`src/rtl/rtr_sink_pkg.sv`:
```
// rtr_sink_pkg: shared constants, LFSR step, error bit positions and framing state encoding for the flit sink
package rtr_sink_pkg;
  localparam int LFSR_W = 16;
  localparam logic [LFSR_W-1:0] LFSR_TAPS = 16'hB400;
  localparam int RATE_SCALE = 1024;
  localparam int ERR_OVF = 0;
  localparam int ERR_PROTO = 1;
  localparam int ERR_SEQ = 2;
  typedef enum logic {IDLE = 1'b0, IN_PKT = 1'b1} pkt_state_e;
  function automatic logic [LFSR_W-1:0] lfsr_next(input logic [LFSR_W-1:0] l);
    return {l[LFSR_W-2:0], ^(l & LFSR_TAPS)};
  endfunction
endpackage

```
`src/rtl/vc_sink_fifo.sv`:
```
// vc_sink_fifo: single-VC flit buffer holding {tail, data}, power-of-two depth with occupancy count
module vc_sink_fifo #(
  parameter int depth = 8,
  parameter int width = 65
) (
  input  logic             clk,
  input  logic             reset_n,
  input  logic             push,
  input  logic             pop,
  input  logic [width-1:0] wdata,
  output logic [width-1:0] rdata,
  output logic             empty,
  output logic             full
);
  localparam int AW = $clog2(depth);
  logic [width-1:0] mem [depth];
  logic [AW-1:0] wr_ptr, rd_ptr;
  logic [AW:0] count;
  always_ff @(posedge clk or negedge reset_n)
    if (!reset_n) begin
      wr_ptr <= '0;
      rd_ptr <= '0;
      count <= '0;
    end else begin
      wr_ptr <= wr_ptr + AW'(push);
      rd_ptr <= rd_ptr + AW'(pop);
      count <= count + (AW+1)'(push) - (AW+1)'(pop);
    end
  always_ff @(posedge clk)
    if (push) mem[wr_ptr] <= wdata;
  assign rdata = mem[rd_ptr];
  assign empty = count == '0;
  assign full = count == (AW+1)'(depth);
endmodule

```
`src/rtl/vc_flit_sink.sv`:
```
// vc_flit_sink: per-VC buffered flit sink with LFSR-paced round-robin consumption, credit return and framing checks
// Defining VC_FLIT_SINK_SEQ_CHECK_EN adds per-VC head-flit sequence checking on error[2].
module vc_flit_sink
  import rtr_sink_pkg::*;
#(
  parameter int num_vcs = 4,
  parameter int depth_per_vc = 8,
  parameter int flit_data_width = 64,
  parameter int seq_width = 16,
  parameter int consume_rate = 1024,
  parameter logic [LFSR_W-1:0] lfsr_seed = 16'hACE1
) (
  input  logic                       clk,
  input  logic                       reset_n,
  input  logic                       flit_valid,
  input  logic [$clog2(num_vcs)-1:0] flit_vc,
  input  logic                       flit_head,
  input  logic                       flit_tail,
  input  logic [flit_data_width-1:0] flit_data,
  output logic                       credit_valid,
  output logic [$clog2(num_vcs)-1:0] credit_vc,
  output logic [2:0]                 error,
  output logic [31:0]                flits_consumed,
  output logic [31:0]                pkts_consumed
);
  localparam int VW = $clog2(num_vcs);
  logic [LFSR_W-1:0] lfsr;
  logic [VW-1:0] ptr, gnt;
  logic consume, found, pop_tail, ovf, proto_err, seq_err;
  logic [2:0] err_now;
  logic [num_vcs-1:0] empty, full, push_v, pop_v;
  logic [flit_data_width:0] rdata [num_vcs];
  pkt_state_e st [num_vcs];
  pkt_state_e cur_st, nxt_st;
  for (genvar g = 0; g < num_vcs; g++) begin : g_vc
    assign push_v[g] = flit_valid && flit_vc == VW'(g) && !full[g];
    assign pop_v[g] = found && gnt == VW'(g);
    vc_sink_fifo #(.depth(depth_per_vc), .width(flit_data_width + 1)) u_fifo (
      .clk(clk), .reset_n(reset_n), .push(push_v[g]), .pop(pop_v[g]),
      .wdata({flit_tail, flit_data}), .rdata(rdata[g]), .empty(empty[g]), .full(full[g])
    );
  end
  assign consume = consume_rate >= RATE_SCALE || int'(lfsr[9:0]) < consume_rate;
  // Descending scan so the VC closest after the pointer wins.
  always_comb begin
    found = 1'b0;
    gnt = ptr;
    for (int i = num_vcs - 1; i >= 0; i--)
      if (consume && !empty[(int'(ptr) + i) % num_vcs]) begin
        found = 1'b1;
        gnt = VW'((int'(ptr) + i) % num_vcs);
      end
  end
  assign pop_tail = rdata[gnt][flit_data_width];
  assign cur_st = st[flit_vc];
  assign nxt_st = (flit_head || cur_st == IN_PKT) && !flit_tail ? IN_PKT : IDLE;
  assign proto_err = flit_valid && (cur_st == IDLE ? !flit_head : flit_head);
  assign ovf = flit_valid && full[flit_vc];
`ifdef VC_FLIT_SINK_SEQ_CHECK_EN
  logic [seq_width-1:0] exp_seq [num_vcs];
  logic [seq_width-1:0] rx_seq;
  assign rx_seq = flit_data[seq_width-1:0];
  assign seq_err = flit_valid && flit_head && rx_seq != exp_seq[flit_vc];
  always_ff @(posedge clk or negedge reset_n)
    if (!reset_n) begin
      for (int i = 0; i < num_vcs; i++) exp_seq[i] <= '0;
    end else if (flit_valid && flit_head) begin
      exp_seq[flit_vc] <= rx_seq + 1'b1;
    end
`else
  assign seq_err = 1'b0;
`endif
  always_comb begin
    err_now = '0;
    err_now[ERR_OVF] = ovf;
    err_now[ERR_PROTO] = proto_err;
    err_now[ERR_SEQ] = seq_err;
  end
  always_ff @(posedge clk or negedge reset_n)
    if (!reset_n) begin
      for (int i = 0; i < num_vcs; i++) st[i] <= IDLE;
    end else if (flit_valid) begin
      st[flit_vc] <= nxt_st;
    end
  always_ff @(posedge clk or negedge reset_n)
    if (!reset_n) begin
      lfsr <= lfsr_seed;
      ptr <= '0;
      credit_valid <= 1'b0;
      credit_vc <= '0;
      error <= '0;
      flits_consumed <= '0;
      pkts_consumed <= '0;
    end else begin
      lfsr <= lfsr_next(lfsr);
      error <= error | err_now;
      credit_valid <= found;
      if (found) begin
        credit_vc <= gnt;
        ptr <= int'(gnt) == num_vcs - 1 ? '0 : gnt + 1'b1;
        flits_consumed <= flits_consumed + 32'd1;
        pkts_consumed <= pkts_consumed + 32'(pop_tail);
      end
    end
endmodule

```
`config.mk`:
```
export PLATFORM = sky130hd
export DESIGN_NAME = vc_flit_sink
export DESIGN_NICKNAME = d
export VERILOG_FILES = /design/src/rtl/rtr_sink_pkg.sv /design/src/rtl/vc_sink_fifo.sv /design/src/rtl/vc_flit_sink.sv
export SDC_FILE = /design/constraint.sdc
export NUM_CORES = 1
export LEC_CHECK = 0
export ABC_AREA = 1
export BUFFER_PORTS_ARGS = -buffer_cell sky130_fd_sc_hd__buf_2
export CAP_MARGIN = 15
export CORE_MARGIN = 2
export CORE_UTILIZATION = 57
export CTS_CLUSTER_DIAMETER = 30
export DETAILED_ROUTE_END_ITERATION = 10
export PLACE_DENSITY_LB_ADDON = 0.15
export SLEW_MARGIN = 40
export SYNTH_ARGS = -nofsm -noshare
export SYNTH_HDL_FRONTEND = slang
export SYNTH_SLANG_ARGS = --single-unit
```
`constraint.sdc`:
```
create_clock -name clk -period 3.7 [get_ports clk]
set_input_delay 0 -clock clk [delete_from_list [all_inputs] [get_ports clk]]
set_output_delay 0 -clock clk [all_outputs]
set_load 0.01 [all_outputs]
```
==> flow_summary.yaml, run 1 <==
outcome:
  status: "finished, final reports clean"
synth:
  synth_compound_area_frac: 0.0461
  yosysUniqueCellTypes: 49
  synthCells: 880
  synth_top_family_by_area: "simple AND/OR/NAND/NOR gates"
  syn_area_per_cell_um2: 9.13
  synth_xor_area_frac: 0.0806
  synth_seq_area_share: 0.478
  synthAdderAreaFrac: 0.0707
  synth_mux_area_frac: 0.00374
  synth_area_um2: 8030
  yosysWarnings: 0
  ys_ff_latch: 147
  syn_nets: 994
  synth-simple-area-share: 0.262
layout:
  diodes: 0
  final_cell_mix: "198 x nand2_1, 114 x dfrtp_1, 97 x inv_1"
  fillers: 1097
  syn2layout_area_growth_pct: 15.3
  drive_gt1_frac: 0.181
  multi_input_area_um2: 3720
  ff_latch_area_um2: 3840
  layout_commonest_cell: "nand2_1"
  nets: 1086
critical_path:
  end_kind: "flip-flop"
  crit_top_cell: "nand3_1"
  cp_slowest_cell: "dfrtp_1"
  start_kind: "flip-flop"
  crit_fanout: 4
  required_ns: 4.02
  path_cells: "nor2_1, nand3_1, nand3_1, nand2_1, inv_2, nand2_2, nand2_2, nand2_1, nand3_1, nand3_1, nand2_1, ha_1, ha_1, nand3_1, nor3_1, nand2_1, nor4_1, nand4_1, xnor2_1"
  worstSetupPathType: "reg2reg"
  worstPathArrival_ns: 3.66
  slowest_delay_ns: 0.44
cts:
  cts_tree: "done"
  clock_sinks: 147
  cts.clk_slew.worst_paths_ns: 0.06
  htree_levels: 4
  ctsRootBufferMaster: "clkbuf_16"
  clk_path_buf_depth: 2
  numCtsBuffers: 17
  clk-insertion-delay-late_ns: 0.43
timing:
  setup_viol: 0
  relSlewSlack: 0.523
  finalCritPeriodShare: 0.903
  fin_crit_ns: 3.34
  clock_skew_ns: 0.00645
  final-hold-violation-count: 0
  rsz0062_at_grt: "false"
  fmax_mhz: 299
  tightest_slew_ns: 0.715
  finalSetupTns_ns: 0
  drv_slew: 0
global_route:
  overflow: 0
  grt_max_degree: 63
  grt_pass1_vias: 5941
  antenna_found_initial: 0
  track_usage: 0.228
  grt_pass1_wl_um: 26800
floorplanning:
  dieHeight_um: 123
  fp.dieW_um: 123
  dieArea_um2: 15100
  rows: 43
  fp.coreArea_um2: 13800
  initial_utilization: 0.581
  ioPinCount: 141
routing:
  drt_iter0_drc: 350
  route.met2.wl_um: 7760
  dr_wl_met3_um: 675
  wl_per_cell_um: 13.8
  drt-met1-wl_um: 7300
  via_per_inst: 5.20
  highest_layer: "met4"
  routed_wl_um: 16000
  first_pass_iters: 5
  vias: 6063
  drc: 0
  ant_nets: 0
min_path:
  hold_path.class: "in2reg"
power:
  netSwitchingFraction: 0.373
  seq_power_share: 0.369
  combPwrFrac: 0.357
  fin_total_pwr_mw: 6.47
  p_leak_nw: 4.40
  pwr-share-clk: 0.274
  power_density_nw_per_um2: 699
  p_sw_mw: 2.41
  peakVddDrop_mv: 0.389
  intPower_mw: 4.05
placement:
  portBuffers: 75
  place_hpwl_um: 11600
  gp_congestion: 0.888
job:
  max-cap-violations: 0
[worst paths after layout]
| check | start | end | slack (ns) | depth (start not counted) |
|---|---|---|---|---|
| max in group asynchronous | reset_n | ptr[0]$_DFFE_PN0P_ | 2.75 | 3 |
| setup / recovery | g_vc[2].u_fifo.count[1]$_DFF_PN0_ | pkts_consumed[20]$_DFFE_PN0P_ | 0.36 | 19 |
| hold reg to reg | error[0]$_DFF_PN0_ | error[0]$_DFF_PN0_ | 0.48 | 1 |
| min in group asynchronous | reset_n | pkts_consumed[13]$_DFFE_PN0P_ | 0.16 | 2 |
| setup reg to reg | g_vc[2].u_fifo.count[1]$_DFF_PN0_ | pkts_consumed[20]$_DFFE_PN0P_ | 0.36 | 19 |
| hold / removal | flit_vc[0] | st[0]$_DFFE_PN0P_ | 0.03 | 5 |
[repair_timing]
item	CTS	global route
hold endpoints to repair	57	0
resized for setup	0	1
setup endpoints to repair	0	4
buffers inserted	0	0
hold buffers	5	0
[area by class of cell]
cell class	instances	area share
sequential	147	0.415
multi-input combinational	618	0.402
timing repair buffer	82	0.0492
clock buffer	18	0.0486
inverter	106	0.0438
tap	180	0.0243
clock inverter	14	0.0173
[state kept, by name, summed over array words and instances, names as in the netlist]
signal,count
g_vc.u_fifo.count,16
st,4
pkts_consumed,32
g_vc.u_fifo.rd_ptr,12
error,2
flits_consumed,32
g_vc.u_fifo.mem,32
g_vc.u_fifo.wr_ptr,12
ptr,2
credit_vc,2
credit_valid,1
[logic make-up (layout without fill, tap and decap cells)]
group                      Yosys count  after routing
muxes                                3              3
DFF                                147            147
and+or+nand+nor                    439            439
xor gates and xnor gates            73             73
adders and majority gates           43             43
AOI/OAI and AO/OA                   59             59
other                                1              1
buffers and inverters              115            220
[power groups by stage]
| stage | clock (mW) | sequential (mW) | combinational [mW] |
|---|---|---|---|
| after global routing | 1.88 | 2.44 | 2.67 |
| final | 1.77 | 2.38 | 2.31 |
| after CTS | 1.80 | 2.39 | 2.34 |
| after floorplan | 0 | 2.34 | 1.82 |
| after global placement | 0 | 2.40 | 2.21 |
| after detailed placement | 0 | 2.41 | 2.31 |
[worst max-delay path, delay by kind of cell, from the launching register on]
kind / cells / cell delay [ns]
AND/OR/NAND/NOR: 15 / 2.12
flip-flops: 1 / 0.44
adder cells (fa/ha/maj): 2 / 0.42
XOR/XNOR: 1 / 0.16
buffers and inverters: 1 / 0.09
[synthesized netlist by cell type (all sizes together)]
library cell | n | area (µm²)
o31ai | 2 | 15.0
nand3b | 4 | 30.0
o311ai | 1 | 8.76
nor2 | 101 | 450
o22ai | 1 | 6.26
o211ai | 3 | 22.5
o21ai | 28 | 163
nor3 | 28 | 171
mux2i | 3 | 30.0
edfxtp | 32 | 961
inv | 106 | 405
ha | 39 | 488
buf | 7 | 56.3
dfrtp | 115 | 2880
a311oi | 1 | 8.76
clkbuf | 2 | 7.51
a21oi | 13 | 65.1
a221oi | 1 | 8.76
nand4 | 22 | 138
conb | 1 | 3.75
xor2 | 43 | 384
nand2 | 212 | 846
a32o | 2 | 20.0
o21a | 3 | 22.5
xnor2 | 30 | 263
nor4 | 9 | 68.8
nor3b | 1 | 7.51
o21bai | 4 | 30.0
or2 | 7 | 43.8
nand3 | 55 | 348
fa | 4 | 80.1
[routing by layer]
metal,vias up,GRT usage
met5,-,0
met4,0,0.0955
met3,30,0.0520
met2,146,0.382
met1,2833,0.284
li1,3054,-
[through the flow]
stage | util | std cells | setup slack [ns] | cell area, µm² | hold WS (ns)
floorplan | - | 880 | 0.924 | 8030 | -0.296
global placement | 0.622 | 1128 | 0.450 | 8600 | 0.0875
detailed placement | 0.622 | 1128 | 0.358 | 8600 | 0.100
CTS | 0.670 | 1165 | 0.314 | 9260 | 0.00394
global route | 0.670 | 1165 | 0.0160 | 9260 | 0.0789
finish | 0.670 | 1165 | 0.359 | 9260 | 0.0329
(Power assumes the default switching activity.)
==> run 2: changes to the inputs <==
Settings changed: ABC_AREA 1 to default, CORE_UTILIZATION 57 to 55.
==> run 2 against run 1 <==
Register-to-register slack barely moved. Via count fell by 28%. First-iteration DRC count fell by 0.29%. Design area fell by 12%. Maximum frequency is 0.16% lower. Count of clock-buffer cells in the layout up 7. Sequential cell count unchanged. Power is 11% lower. Combinational power down 26%. Clock power is 9% lower. Critical path type unchanged. Global-route usage is 3.7 points lower. Critical path depth down 5.
==> flow_summary.yaml, run 2 <==
synth:
  syn_nets: 683
  netlist.area_leader.share: 0.414
  synthCells: 569
  yosysMostFrequentCell: "dfrtp_1"
  synthArstFlopShare: 0.782
  syn_area_per_cell_um2: 12.2
  synth_common_cells: "115 x dfrtp_1, 51 x nand2_1, 49 x nor2_1"
  synthTopCellsByArea: "dfrtp_1 41%, edfxtp_1 14%, ha_1 7.0%"
  yosysWarnings: 0
  synth_seq_area_share: 0.552
  yosysTopAreaCell: "dfrtp_1"
  synth_area_um2: 6960
  ys_ff_latch: 147
  synthFlopType: "dfrtp_1"
  yosysUniqueCellTypes: 49
  synth_edf_count: 32
routing:
  drt_iter0_drc: 349
  drt-met1-wl_um: 5610
  drc: 0
  highest_layer: "met4"
  route.met2.wl_um: 5750
  first_pass_iters: 4
  ant_nets: 0
  routed_wl_um: 12100
  dr_wl_met3_um: 528
  via_per_inst: 5.15
  vias: 4354
  wl_per_cell_um: 14.4
timing:
  final-hold-violation-count: 0
  clock_skew_ns: 0.00665
  tightest_slew_ns: 0.658
  fin_crit_ns: 3.35
  fmax_mhz: 299
  rsz0062_at_grt: "false"
  finalSetupTns_ns: 0
  relSlewSlack: 0.557
  setup_ws_ns: 0.354
  setup_viol: 0
  drv_slew: 0
  finalCritPeriodShare: 0.904
power:
  netSwitchingFraction: 0.330
  power_density_nw_per_um2: 706
  seq_power_share: 0.419
  combPwrFrac: 0.300
  peakVddDrop_mv: 0.454
  p_leak_nw: 3.85
  intPower_mw: 3.85
  pwr-share-clk: 0.281
  p_sw_mw: 1.89
floorplanning:
  initial_utilization: 0.558
  rows: 41
  dieArea_um2: 13600
  ioPinCount: 141
  fp.dieW_um: 116
  fp.coreArea_um2: 12500
  dieHeight_um: 116
cts:
  htree_levels: 4
  clk-insertion-delay-late_ns: 0.42
  numCtsBuffers: 17
  cts_tree: "done"
  cts_resized: 0
  clock_sinks: 147
  cts.clk_slew.worst_paths_ns: 0.06
  ctsRootBufferMaster: "clkbuf_16"
  clk_path_buf_depth: 2
  cts_setup_buffers: 0
layout:
  multi_input_area_um2: 2950
  reg_top3: "flits_consumed: 32 flops, g_vc.u_fifo.mem: 32 flops, pkts_consumed: 32 flops"
  diodes: 0
  syn2layout_area_growth_pct: 16.7
  nets: 775
  fin_area_um2: 8120
  drive_gt1_frac: 0.224
  ff_latch_area_um2: 3840
  fillers: 998
  layout_commonest_cell: "dfrtp_1"
  final_cell_mix: "115 x dfrtp_1, 74 x buf_2, 51 x nand2_1"
placement:
  place_hpwl_um: 8390
  gp_congestion: 0.847
  portBuffers: 75
  pre_cts_ws_ns: 0.352
  dpl_cell_area_um2: 7530
critical_path:
  required_ns: 4.04
  start_kind: "flip-flop"
  crit_fanout: 8
  worstPathArrival_ns: 3.69
  worstSetupPathType: "reg2reg"
  end_kind: "flip-flop"
outcome:
  status: "finished, final reports clean"
global_route:
  grt_pass1_wl_um: 19900
  grt_pass1_vias: 4136
  grt_max_degree: 74
  antenna_found_initial: 0
  track_usage: 0.191
  overflow: 0
job:
  max-cap-violations: 0
min_path:
  hold_path.class: "in2reg"
run 2: path summary, 6_finish.rpt:
| path | slack [ns] | depth (start not counted) | start | end |
|---|---|---|---|---|
| max in group asynchronous | 2.77 | 3 | reset_n | g_vc[2].u_fifo.count[2]$_DFF_PN0_ |
| hold / removal | 0.05 | 3 | flit_vc[0] | st[2]$_DFFE_PN0P_ |
| setup reg to reg | 0.35 | 14 | g_vc[2].u_fifo.count[2]$_DFF_PN0_ | pkts_consumed[24]$_DFFE_PN0P_ |
| min in group asynchronous | 0.16 | 2 | reset_n | pkts_consumed[28]$_DFFE_PN0P_ |
| hold reg to reg | 0.46 | 1 | pkts_consumed[31]$_DFFE_PN0P_ | pkts_consumed[31]$_DFFE_PN0P_ |
| setup / recovery | 0.35 | 14 | g_vc[2].u_fifo.count[2]$_DFF_PN0_ | pkts_consumed[24]$_DFFE_PN0P_ |
run 2: metal layers:
| metal | up-vias | global-route usage |
|---|---|---|
| met5 | - | 0 |
| met4 | 0 | 0.0825 |
| met3 | 22 | 0.0472 |
| met2 | 85 | 0.300 |
| met1 | 2117 | 0.255 |
| li1 | 2130 | - |
run 2: cell families (layout without fill, tap and decap cells):
logic type / Yosys count / in the layout / share of synthesized area
other: 1 / 1 / 0.000539
AOI/OAI and AO/OA: 33 / 33 / 0.0300
and+or+nand+nor: 201 / 201 / 0.158
muxes: 25 / 25 / 0.0538
buffers and inverters: 39 / 144 / 0.0237
DFF: 147 / 147 / 0.552
adders and majority gates: 43 / 43 / 0.0816
xor gates and xnor gates: 80 / 80 / 0.101
run 2: final cells by class:
type	count	share of cell area
well taps	172	0.0265
flip-flops and latches	147	0.473
inverters	31	0.0143
clock inverters	7	0.00570
repair buffers	81	0.0535
multi-input cells	383	0.364
clock buffers	25	0.0636
run 2: power by group through the flow:
stage	combinational [mW]	clock (mW)	sequential (mW)
2_1_floorplan	1.28	0	2.39
3_3_place_gp	1.63	0	2.41
3_5_place_dp	1.73	0	2.42
4_1_cts	1.76	1.63	2.40
5_1_grt	1.98	1.71	2.46
6_report	1.72	1.61	2.40
run 2: timing repair:
action	CTS	global route
hold endpoints to repair	73	0
endpoints found under the setup margin	0	0
hold buffers	3	0
run 2: critical path, cell delays in order, from the launching register on:
cell	delay, ns
dfrtp_1	0.35
inv_1	0.09
ha_1	0.19
or3b_4	0.41
a31oi_1	0.18
a21oi_1	0.09
o21ai_4	0.23
mux2i_1	0.24
mux2_2	0.19
ha_1	0.16
ha_1	0.19
and4_1	0.42
nand2_1	0.18
nor2_1	0.18
xor2_1	0.16
run 2: through the flow:
| stage | cells | power [mW] | utilization | hold WS, ns |
|---|---|---|---|---|
| after floorplan | 569 | 3.67 | - | -0.296 |
| after global placement | 811 | 4.03 | 0.604 | 0.189 |
| after detailed placement | 811 | 4.16 | 0.604 | 0.0662 |
| after CTS | 846 | 5.80 | 0.652 | 0.0357 |
| after global routing | 846 | 6.16 | 0.652 | 0.0641 |
| final | 846 | 5.74 | 0.652 | 0.0479 |
